**src/rtl/jpeg_frame_sequencer.sv**
```systemverilog
// jpeg_frame_sequencer
//   Frame-level controller for the jpeg_top encoder core. Walks a frame held in
//   external pixel memory as 8x8 blocks in block-raster order, streams every
//   block's 64 pixels into the encoder, then captures the encoder's 32-bit
//   bitstream words (including the final partial word) for a downstream sink.
//
// Ports
//   clock, reset                 rising-edge clock, asynchronous active-low reset
//   start                        one-cycle frame request, accepted only when idle
//   base_addr/line_stride        frame origin and memory line pitch (sampled on start)
//   blocks_x/blocks_y            frame size in 8x8 blocks (sampled on start)
//   mem_rd/mem_addr/mem_data     pixel memory read port, data returns one cycle later
//   enc_en/enc_dati/enc_eof      encoder pixel stream
//   enc_bits/enc_rdy/enc_eof_cnt/enc_eof_p   encoder bitstream strobes
//   out_word/out_valid/out_last/out_nbits    captured bitstream to the sink
//   busy/done/error/word_count   frame status
module jpeg_frame_sequencer #(
  parameter int ADDR_W        = 24,
  parameter int GAP           = 0,
  parameter int DRAIN_TIMEOUT = 4096
) (
  input  logic              clock,
  input  logic              reset,
  input  logic              start,
  input  logic [ADDR_W-1:0] base_addr,
  input  logic [15:0]       line_stride,
  input  logic [7:0]        blocks_x,
  input  logic [7:0]        blocks_y,
  output logic              mem_rd,
  output logic [ADDR_W-1:0] mem_addr,
  input  logic [23:0]       mem_data,
  output logic              enc_en,
  output logic [23:0]       enc_dati,
  output logic              enc_eof,
  input  logic [31:0]       enc_bits,
  input  logic              enc_rdy,
  input  logic [4:0]        enc_eof_cnt,
  input  logic              enc_eof_p,
  output logic [31:0]       out_word,
  output logic              out_valid,
  output logic              out_last,
  output logic [5:0]        out_nbits,
  output logic              busy,
  output logic              done,
  output logic              error,
  output logic [23:0]       word_count
);

  localparam int DW = (DRAIN_TIMEOUT > 1) ? $clog2(DRAIN_TIMEOUT) + 1 : 1;
  localparam int GW = (GAP > 1) ? $clog2(GAP) : 1;
  localparam logic [DW-1:0] DRAIN_LAST = DW'(DRAIN_TIMEOUT - 1);
  localparam logic [GW-1:0] GAP_LAST   = GW'((GAP > 0) ? GAP - 1 : 0);

  typedef enum logic [2:0] {S_IDLE, S_FETCH, S_GAP, S_DRAIN, S_DONE} state_t;

  state_t            state_q, state_d;
  logic [ADDR_W-1:0] addr_q, row_base_q, blk_base_q, rowblk_base_q;
  logic [15:0]       stride_q;
  logic [7:0]        bx_last_q, by_last_q, bx_q, by_q;
  logic [2:0]        col_q, row_q;
  logic [GW-1:0]     gap_cnt_q, gap_cnt_d;
  logic [DW-1:0]     drain_cnt_q, drain_cnt_d;
  logic              en_q, eof_q;
  logic [31:0]       out_word_q;
  logic              out_valid_q, out_last_q;
  logic [5:0]        out_nbits_q;
  logic              err_q, eof_seen_q;
  logic [23:0]       wcnt_q;

  logic              start_acc, last_col, last_row, blk_end, at_last_bx, last_blk;
  logic              drain_timeout, cap_rdy, cap_eof;
  logic [ADDR_W-1:0] stride_ext, stride8, next_blk, next_rowblk;

  assign start_acc   = (state_q == S_IDLE) && start;
  assign last_col    = (col_q == 3'd7);
  assign last_row    = (row_q == 3'd7);
  assign blk_end     = last_col && last_row;
  assign at_last_bx  = (bx_q == bx_last_q);
  assign last_blk    = at_last_bx && (by_q == by_last_q);
  assign stride_ext  = ADDR_W'(stride_q);
  assign stride8     = ADDR_W'({stride_q, 3'b000});
  assign next_blk    = blk_base_q + ADDR_W'(8);
  assign next_rowblk = rowblk_base_q + stride8;

  // An end-of-frame word seen earlier (e.g. while the last block still streams)
  // also releases DRAIN, so a fast encoder cannot cause a false timeout.
  assign drain_timeout = (state_q == S_DRAIN) && !enc_eof_p && !eof_seen_q &&
                         (drain_cnt_q == DRAIN_LAST);

  assign cap_rdy = busy && enc_rdy;
  assign cap_eof = busy && enc_eof_p;

  // State register
  always_ff @(posedge clock or negedge reset) begin
    if (!reset) begin
      state_q     <= S_IDLE;
      gap_cnt_q   <= '0;
      drain_cnt_q <= '0;
    end else begin
      state_q     <= state_d;
      gap_cnt_q   <= gap_cnt_d;
      drain_cnt_q <= drain_cnt_d;
    end
  end

  // Next-state logic
  always_comb begin
    state_d     = state_q;
    gap_cnt_d   = '0;
    drain_cnt_d = '0;
    case (state_q)
      S_IDLE: begin
        if (start) begin
          if (blocks_x == 8'd0 || blocks_y == 8'd0) state_d = S_DONE;
          else                                      state_d = S_FETCH;
        end
      end
      S_FETCH: begin
        if (blk_end) begin
          if (last_blk) begin
            state_d     = S_DRAIN;
            // counts cycles since the last pixel read
            drain_cnt_d = DW'(1);
          end else if (GAP > 0) begin
            state_d = S_GAP;
          end
        end
      end
      S_GAP: begin
        gap_cnt_d = gap_cnt_q + GW'(1);
        if (gap_cnt_q == GAP_LAST) begin
          state_d   = S_FETCH;
          gap_cnt_d = '0;
        end
      end
      S_DRAIN: begin
        drain_cnt_d = drain_cnt_q + DW'(1);
        if (enc_eof_p || eof_seen_q || drain_cnt_q == DRAIN_LAST) state_d = S_DONE;
      end
      S_DONE:  state_d = S_IDLE;
      default: state_d = S_IDLE;
    endcase
  end

  // Output decode
  always_comb begin
    mem_rd = (state_q == S_FETCH);
    busy   = (state_q == S_FETCH) || (state_q == S_GAP) || (state_q == S_DRAIN);
    done   = (state_q == S_DONE);
  end

  assign mem_addr   = mem_rd ? addr_q : '0;
  assign enc_en     = en_q;
  assign enc_dati   = en_q ? mem_data : 24'd0;
  assign enc_eof    = eof_q;
  assign out_word   = out_word_q;
  assign out_valid  = out_valid_q;
  assign out_last   = out_last_q;
  assign out_nbits  = out_nbits_q;
  assign error      = err_q;
  assign word_count = wcnt_q;

  // Address walk: running bases per row, per block and per block row; no multiplies.
  always_ff @(posedge clock or negedge reset) begin
    if (!reset) begin
      addr_q        <= '0;
      row_base_q    <= '0;
      blk_base_q    <= '0;
      rowblk_base_q <= '0;
      stride_q      <= '0;
      bx_last_q     <= '0;
      by_last_q     <= '0;
      bx_q          <= '0;
      by_q          <= '0;
      col_q         <= '0;
      row_q         <= '0;
      en_q          <= 1'b0;
      eof_q         <= 1'b0;
    end else begin
      // pixel data returns one cycle after the read, so the encoder strobes trail it
      en_q  <= (state_q == S_FETCH);
      eof_q <= (state_q == S_FETCH) && (row_q == 3'd0) && (col_q == 3'd0) && last_blk;
      if (start_acc) begin
        addr_q        <= base_addr;
        row_base_q    <= base_addr;
        blk_base_q    <= base_addr;
        rowblk_base_q <= base_addr;
        stride_q      <= line_stride;
        bx_last_q     <= blocks_x - 8'd1;
        by_last_q     <= blocks_y - 8'd1;
        bx_q          <= '0;
        by_q          <= '0;
        col_q         <= '0;
        row_q         <= '0;
      end else if (state_q == S_FETCH) begin
        if (!last_col) begin
          col_q  <= col_q + 3'd1;
          addr_q <= addr_q + ADDR_W'(1);
        end else if (!last_row) begin
          col_q      <= '0;
          row_q      <= row_q + 3'd1;
          row_base_q <= row_base_q + stride_ext;
          addr_q     <= row_base_q + stride_ext;
        end else begin
          col_q <= '0;
          row_q <= '0;
          if (!at_last_bx) begin
            bx_q       <= bx_q + 8'd1;
            blk_base_q <= next_blk;
            row_base_q <= next_blk;
            addr_q     <= next_blk;
          end else begin
            bx_q          <= '0;
            by_q          <= by_q + 8'd1;
            rowblk_base_q <= next_rowblk;
            blk_base_q    <= next_rowblk;
            row_base_q    <= next_rowblk;
            addr_q        <= next_rowblk;
          end
        end
      end
    end
  end

  // Bitstream capture and frame status
  always_ff @(posedge clock or negedge reset) begin
    if (!reset) begin
      out_word_q  <= '0;
      out_valid_q <= 1'b0;
      out_last_q  <= 1'b0;
      out_nbits_q <= '0;
      err_q       <= 1'b0;
      eof_seen_q  <= 1'b0;
      wcnt_q      <= '0;
    end else begin
      out_valid_q <= cap_rdy || cap_eof;
      out_last_q  <= cap_eof;
      // the final partial word wins over a simultaneous full word
      if (cap_rdy || cap_eof) begin
        out_word_q  <= enc_bits;
        out_nbits_q <= cap_eof ? {1'b0, enc_eof_cnt} : 6'd32;
      end
      if (start_acc)                      wcnt_q <= '0;
      else if (cap_rdy || cap_eof)        wcnt_q <= wcnt_q + 24'd1;
      if (start_acc)                      err_q <= 1'b0;
      else if (drain_timeout || (cap_rdy && cap_eof)) err_q <= 1'b1;
      if (start_acc)                      eof_seen_q <= 1'b0;
      else if (cap_eof)                   eof_seen_q <= 1'b1;
    end
  end

endmodule
```
**config.mk**
```make
export PLATFORM = sky130hd
export DESIGN_NAME = jpeg_frame_sequencer
export DESIGN_NICKNAME = d
export VERILOG_FILES = /design/src/rtl/jpeg_frame_sequencer.sv
export SDC_FILE = /design/constraint.sdc
export NUM_CORES = 1
export LEC_CHECK = 0
export ABC_AREA = 1
export BUFFER_PORTS_ARGS = -buffer_cell sky130_fd_sc_hd__buf_2
export CAP_MARGIN = 20
export CORE_ASPECT_RATIO = 0.5
export CORE_MARGIN = 3
export CORE_UTILIZATION = 40
export DETAILED_ROUTE_END_ITERATION = 8
export PLACE_DENSITY = 0.6
export SLEW_MARGIN = 0
export SYNTH_ARGS = -nofsm -noshare
export SYNTH_HDL_FRONTEND = slang
export SYNTH_SLANG_ARGS = --single-unit
```
**constraint.sdc**
```tcl
create_clock -name clock -period 2.4 [get_ports clock]
set_clock_uncertainty 0.15 [all_clocks]
set_input_delay 0.6 -clock clock [delete_from_list [all_inputs] [get_ports clock]]
set_output_delay 0.6 -clock clock [all_outputs]
set_load 0.01 [all_outputs]
```
==> results of run 1 <==
-- power by group --
part	switching [mW]	internal (mW)
logic	6.01	4.34
clock network	1.80	2.87
registers	1.14	4.96
total	8.95	12.2
-- state kept, by name, indices dropped and copies added (netlist names), 13 cells and up --
| register | count |
|---|---|
| word_count | 24 |
| rowblk_base_q | 24 |
| out_word | 32 |
| addr_q | 24 |
| drain_cnt_q | 13 |
| row_base_q | 24 |
| stride_q | 16 |
| blk_base_q | 24 |
-- kinds of logic after synthesis --
logic type,after synthesis,synth area share [%]
buffers and inverters,355,9.203
and+or+nand+nor,1198,34.10
DFF,234,39.23
adders and majority gates,50,4.291
xor gates and xnor gates,40,2.347
AOI/OAI and AO/OA,281,10.84
-- how the worst max path moves through the flow --
stage	startpoint	to	slack (ps)
floorplan	state_q[2]	mem_addr[10]	110
global placement	row_base_q[5]	addr_q[7]	-220
detailed placement	row_base_q[5]	addr_q[7]	-200
CTS	state_q[1]	mem_addr[16]	-170
global route	state_q[1]	mem_addr[17]	-230
finish	state_q[1]	mem_addr[18]	-110
-- metrics by stage --
stage          utilization [%]  hold slack [ps]
2_1_floorplan                -            154.4
3_3_place_gp             49.02            305.4
3_5_place_dp             49.02            310.5
4_1_cts                  52.59            56.32
5_1_grt                  56.99            72.49
6_report                 56.99            86.18
-- cell type report --
| class | count | area [um2] | share of cell area (%) |
|---|---|---|---|
| Clock inverter | 14 | 294.0 | 1.419 |
| Multi-Input combinational cell | 1569 | 9133 | 44.08 |
| Clock buffer | 32 | 671.9 | 3.243 |
| Timing Repair Buffer | 441 | 3034 | 14.64 |
| Sequential cell | 234 | 5868 | 28.32 |
| Inverter | 293 | 1114 | 5.374 |
| Tap cell | 484 | 605.6 | 2.923 |
-- cells in the final DEF, fill, tap and decap left out, types with 36 or more instances in the layout --
cell type  instances
nand2_1          615
inv_1            275
buf_2            229
dfrtp_1          224
buf_4            176
nor2_1           169
nand3_1          104
o21ai_0           74
a21oi_1           62
nand2_2           62
nand3_2           55
nand4_1           41
nor3_1            36
-- timing repair --
item / in CTS / in global routing
endpoints found under the hold margin: 33 / 0
setup endpoints to repair: 75 / 118
gates cloned: 0 / 3
setup buffers: 10 / 31
pin swaps: 18 / 83
hold buffers: 1 / 0
gates resized for setup: 66 / 318
-- Yosys cell counts, types with 8 or more instances --
| cell | count |
|---|---|
| o21bai_1 | 8 |
| nand3b_1 | 9 |
| clkbuf_1 | 26 |
| o21ai_0 | 96 |
| nor2_2 | 8 |
| ha_1 | 48 |
| nor2_1 | 210 |
| nand4_1 | 41 |
| buf_1 | 9 |
| xnor2_1 | 18 |
| inv_1 | 283 |
| a31oi_1 | 34 |
| buf_2 | 26 |
| o211ai_1 | 8 |
| xor2_1 | 22 |
| nor3_1 | 38 |
| nand3_1 | 166 |
| nand2_1 | 692 |
| dfrtp_1 | 234 |
| a21oi_1 | 89 |
-- per-layer routing --
| metal | global-route usage [%] | up-vias | routed length, um |
|---|---|---|---|
| li1 | - | 7779 | - |
| met1 | 35.57 | 7416 | 24450 |
| met2 | 40.47 | 514 | 23300 |
| met3 | 5.933 | 64 | 4260 |
| met4 | 4.938 | 0 | 939 |
| met5 | 0 | - | 0 |
-- critical path, cell delays in order, from the launching register on --
cell and delay [ps]:
dfrtp_2 430, nor3_4 240, inv_4 110, clkbuf_16 190
nor2_1 90, buf_2 140
==> reports/qor.csv, run 1 <==
metric,value,unit
status,finished with violations,
failing checks,setup timing,
Pwr Total,21.11,mW
HP Start,enc_bits[11],
number of global-route vias before repair,14534,
clock sink total,234,
Yosys reg bits,234,
Mapped Nets,2330,
reg2reg start,stride_q[0],
layout filler cell count,3444,
ys flop type,dfrtp_1,
Syn-to-layout area delta,38.80,%
initial DRC count,1151,
CTS max path bufs,3,
Avg Inst Size Synth,6.918,um2
final setup fails,27,
final wirelength,52.95,mm
"top cells by area, synth","dfrtp_1 39%, nand2_1 17%, inv_1 7.1%",
data arrival time of the worst path,1760,ps
cell taking the most area after synthesis,dfrtp_1,
proportion of layout cells with a drive suffix above 1,30.82,%
Starting Density,41.06,%
minimum clock period,2506,ps
CP Launch Type,flip-flop,
core area,36360,um2
chip height,142.6,um
pre-CTS WS,-195.4,ps
Post-route DRC,0,
placed inst area,17820,um2
FF-to-FF End,addr_q[17],
"FFs w/ async S/R, synth",100.0,%
DR vias/cell,5.143,
Rows,49,
min-delay worst type,in -> reg,
CP required,1650,ps
H-Tree Depth,1,
Syn Std Cell Area,14930,um2
share of the synthesized area in the top cell type,39.23,%
Rel. slew slack,65.13,%
clock buffer count from CTS,25,
number of synthesized flops with an enable pin,0,
gpl congestion,0.9644,
DIE AREA,39810,um2
Post-DRT Antenna Nets,0,
TritonCTS clock tree,done,
largest net degree at the start of global routing,53,
vias,15773,
pin slew with the least headroom to its limit,523.1,ps
GRT overflow,0,
port bufs,239,
Cell variety after synth,52,
Reg2Reg Depth,16,
"Clk Latency, worst-skew pair",560,ps
pwr dens,1019,nW/um2
max-slew violation count,0,
Synth Instances,2158,
wire per inst,17.26,um
DIE WIDTH,279.2,um
critical path capture point type,output port,
initial antenna violation count,0,
Ys Warns,0,
IO Count,240,
HPWL Detailed,39.93,mm
fin cells,3067,
Crit Path Max Fanout,6,
setup ws final,-106.1,ps
First-pass DRT Iterations,6,
Clock transition at path regs,70,ps
first-pass GRT wire length,79.78,mm
final hold violation count,0,
Max rail drop VDD,0.5494,mV
setup TNS,-1895,ps
ANT cells,0,
Max Cap Violations,0,
sequential area share after synthesis,39.23,%
Hold EP,out_word[11],
placed insts,2979,
finished layout cell area,20720,um2
Crit Path Class,reg -> out,
Nets,2736,
RSZ-0062 raised after global routing,true,
hold path cells,3,
LEAKAGE,10.70,nW
reg2reg setup slack,-20,ps
period utilisation layout,104.4,%
GRT Util Overall,25.38,%
root buffer cell,clkbuf_16,
highest clock rate,399.0,MHz
No activity file was read; power rests on OpenSTA's default activity.
==> run 2, diff against run 1 <==
--- a/config.mk
+++ b/config.mk
@@ -17,3 +17,4 @@
 export SYNTH_ARGS = -nofsm -noshare
 export SYNTH_HDL_FRONTEND = slang
 export SYNTH_SLANG_ARGS = --single-unit
+export TNS_END_PERCENT = 20
==> run 2 against run 1 <==
Effect of this change:
- the run still ends with setup timing left
- highest routed layer unchanged
- critical path depth stayed put
- worst hold slack hardly changed
- clock power about the same
- clock-buffer cell count unchanged
- via count shrank 0.68%
- sequential share of layout area is 1.0 points higher
- global-route usage shrank 0.079 points
- setup slack lost 1.5 ps
- core utilization down 2.0 points
- sequential cell count stayed put
==> reports/qor.csv, run 2 (synthesis results as in run 1) <==
metric,value,unit,change
reg2reg start,stride_q[0],,unchanged
FF-to-FF End,row_base_q[22],,was addr_q[17]
placed inst area,17820,um2,unchanged
finished layout cell area,20010,um2,"was 20,720 um2"
clock sink total,234,,unchanged
Switch Pwr,8.684,mW,was 8.952 mW
Pwr Total,20.54,mW,was 21.11 mW
Logic pwr share,47.6,%,was 49.0%
sequential share of power,29.6,%,was 28.9%
number of global-route vias before repair,14477,,"was 14,534"
Hold EP,out_word[11],,unchanged
HP Start,enc_bits[11],,unchanged
fin cells,3049,,"was 3,067"
Clock power frac,22.8,%,was 22.1%
minimum clock period,2508,ps,was 2506 ps
min-delay worst type,in -> reg,,unchanged
area of the multi-input gates,8645,um2,was 9133 um2
gpl congestion,0.9644,,unchanged
DIE AREA,39810,um2,unchanged
H-Tree Depth,1,,unchanged
Crit Path Class,reg -> out,,unchanged
GRT Util Overall,25.30,%,was 25.38%
IO Count,240,,unchanged
DIE WIDTH,279.2,um,unchanged
largest net degree at the start of global routing,53,,unchanged
RSZ-0062 raised after global routing,true,,unchanged
LEAKAGE,10.47,nW,was 10.70 nW
layout filler cell count,3544,,"was 3,444"
vias,15665,,"was 15,773"
initial antenna violation count,0,,unchanged
sequential standard cell area,5867,um2,was 5868 um2
sw frac,42.28,%,was 42.40%
critical path capture point type,output port,,unchanged
chip height,142.6,um,unchanged
reg2reg setup slack,-40,ps,was -20 ps
proportion of layout cells with a drive suffix above 1,27.41,%,was 30.82%
final hold violation count,0,,unchanged
root buffer cell,clkbuf_16,,unchanged
TritonCTS clock tree,done,,unchanged
max-slew violation count,0,,unchanged
clock buffer count from CTS,25,,unchanged
ANT cells,0,,unchanged
CP Launch Type,flip-flop,,unchanged
hold path cells,3,,unchanged
first-pass GRT wire length,79.49,mm,was 79.78 mm
pin slew with the least headroom to its limit,510.6,ps,was 523.1 ps
"Clk Latency, worst-skew pair",560,ps,about the same
highest clock rate,398.8,MHz,was 399.0 MHz
Rows,49,,unchanged
Max Cap Violations,0,,unchanged
initial DRC count,1155,,"was 1,151"
"most common cell after layout, fill and taps aside",nand2_1,,unchanged
Post-DRT Antenna Nets,0,,unchanged
P_int,11.85,mW,was 12.16 mW
Post-route DRC,0,,unchanged
Rel. slew slack,65.96,%,was 65.13%
Reg2Reg Depth,15,,was 16
CTS max path bufs,3,,unchanged
GRT overflow,0,,unchanged
period utilisation layout,104.5,%,was 104.4%
Clock transition at path regs,70,ps,about the same
status,finished with violations,,unchanged
Max rail drop VDD,0.5428,mV,was 0.5494 mV
final wirelength,52.42,mm,was 52.95 mm
data arrival time of the worst path,1760,ps,about the same
First-pass DRT Iterations,7,,was 6
Syn-to-layout area delta,34.01,%,was 38.80%
Starting Density,41.06,%,unchanged
CP required,1650,ps,about the same
setup ws final,-107.6,ps,was -106.1 ps
final setup fails,30,,was 27
most frequent cells in the layout,"637 x nand2_1, 279 x inv_1, 237 x buf_2",,"was 615 x nand2_1, 275 x inv_1, 229 x buf_2"
DR vias/cell,5.138,,was 5.143
placed insts,2979,,unchanged
port bufs,239,,unchanged
core area,36360,um2,unchanged
Largest register FFs,32,,unchanged
wire per inst,17.19,um,was 17.26 um
failing checks,setup timing,,unchanged
pwr dens,1027,nW/um2,was 1019 nW/um2
Crit Path Max Fanout,12,,was 6
HPWL Detailed,39.93,mm,unchanged
Nets,2718,,"was 2,736"
run 2: changes by cell type in the layout (fill, tap and decap cells not counted), moves of 6 or more:
cell     previous run  this run
nand2_1           615       637
nand3_1           104       124
nand3_2            55        41
buf_4             176       163
buf_6              17         5
nand2_4            19         7
nor2_4             22        10
nand2_2            62        52
buf_2             229       237
nor2_1            169       177
a21oi_1            62        69
a21oi_2            26        19
nand3_4            10         4
o21ai_0            74        80
run 2: worst max path at each step:
stage / startpoint / end / slack [ps]
finish: state_q[2] / mem_addr[23] / -110
global route: state_q[2] / mem_addr[10] / -220
CTS: state_q[1] / mem_addr[16] / -170
detailed placement: row_base_q[5] / addr_q[7] / -200
global placement: row_base_q[5] / addr_q[7] / -220
floorplan: state_q[2] / mem_addr[10] / 110
run 2: timing repair:
action | in CTS | in global routing
pin swaps | 2 | 44
setup endpoints to repair | 75 | 112
cloned | 0 | 2
setup buffers | 4 | 18
gates resized for setup | 36 | 223
hold buffers | 1 | 0
endpoints found under the hold margin | 33 | 0
run 2: critical path, stage by stage, from the launching register on:
cell       delay [ps]
dfrtp_2           480
nor3_4            230
inv_4             100
clkbuf_16         180
nor2_1             90
buf_2             130
run 2: stage by stage:
stage	utilization, %	worst slack (ps)	setup TNS [ps]	hold WS, ps
after floorplan	-	114.0	0	154.4
after global placement	49.02	-220.3	-2295	305.4
after detailed placement	49.02	-195.4	-1817	310.5
after CTS	52.09	-165.6	-3900	56.32
after global routing	55.03	-217.7	-6525	72.49
final	55.03	-107.6	-2247	85.79
run 2: cell type report:
| type | instances | area share, % |
|---|---|---|
| clock inverter | 14 | 1.470 |
| timing repair buffer | 423 | 14.05 |
| clock buffer | 32 | 3.359 |
| inverter | 293 | 5.554 |
| multi-input combinational | 1569 | 43.21 |
| tap | 484 | 3.027 |
| sequential | 234 | 29.33 |
run 2: metal layers:
layer	GRT usage (%)	wire (um)	vias to the layer above
li1	-	-	7728
met1	35.80	24370	7328
met2	40.37	23030	551
met3	5.589	4168	58
met4	4.524	854	0
met5	0	0	-
run 2: power by group through the flow:
stage	clock (mW)	combinational, mW	sequential (mW)
floorplan	0	5.16	5.77
global placement	0	8.52	6.04
detailed placement	0	8.54	6.04
CTS	4.74	8.68	5.99
global route	4.92	10.8	6.21
finish	4.67	9.78	6.09
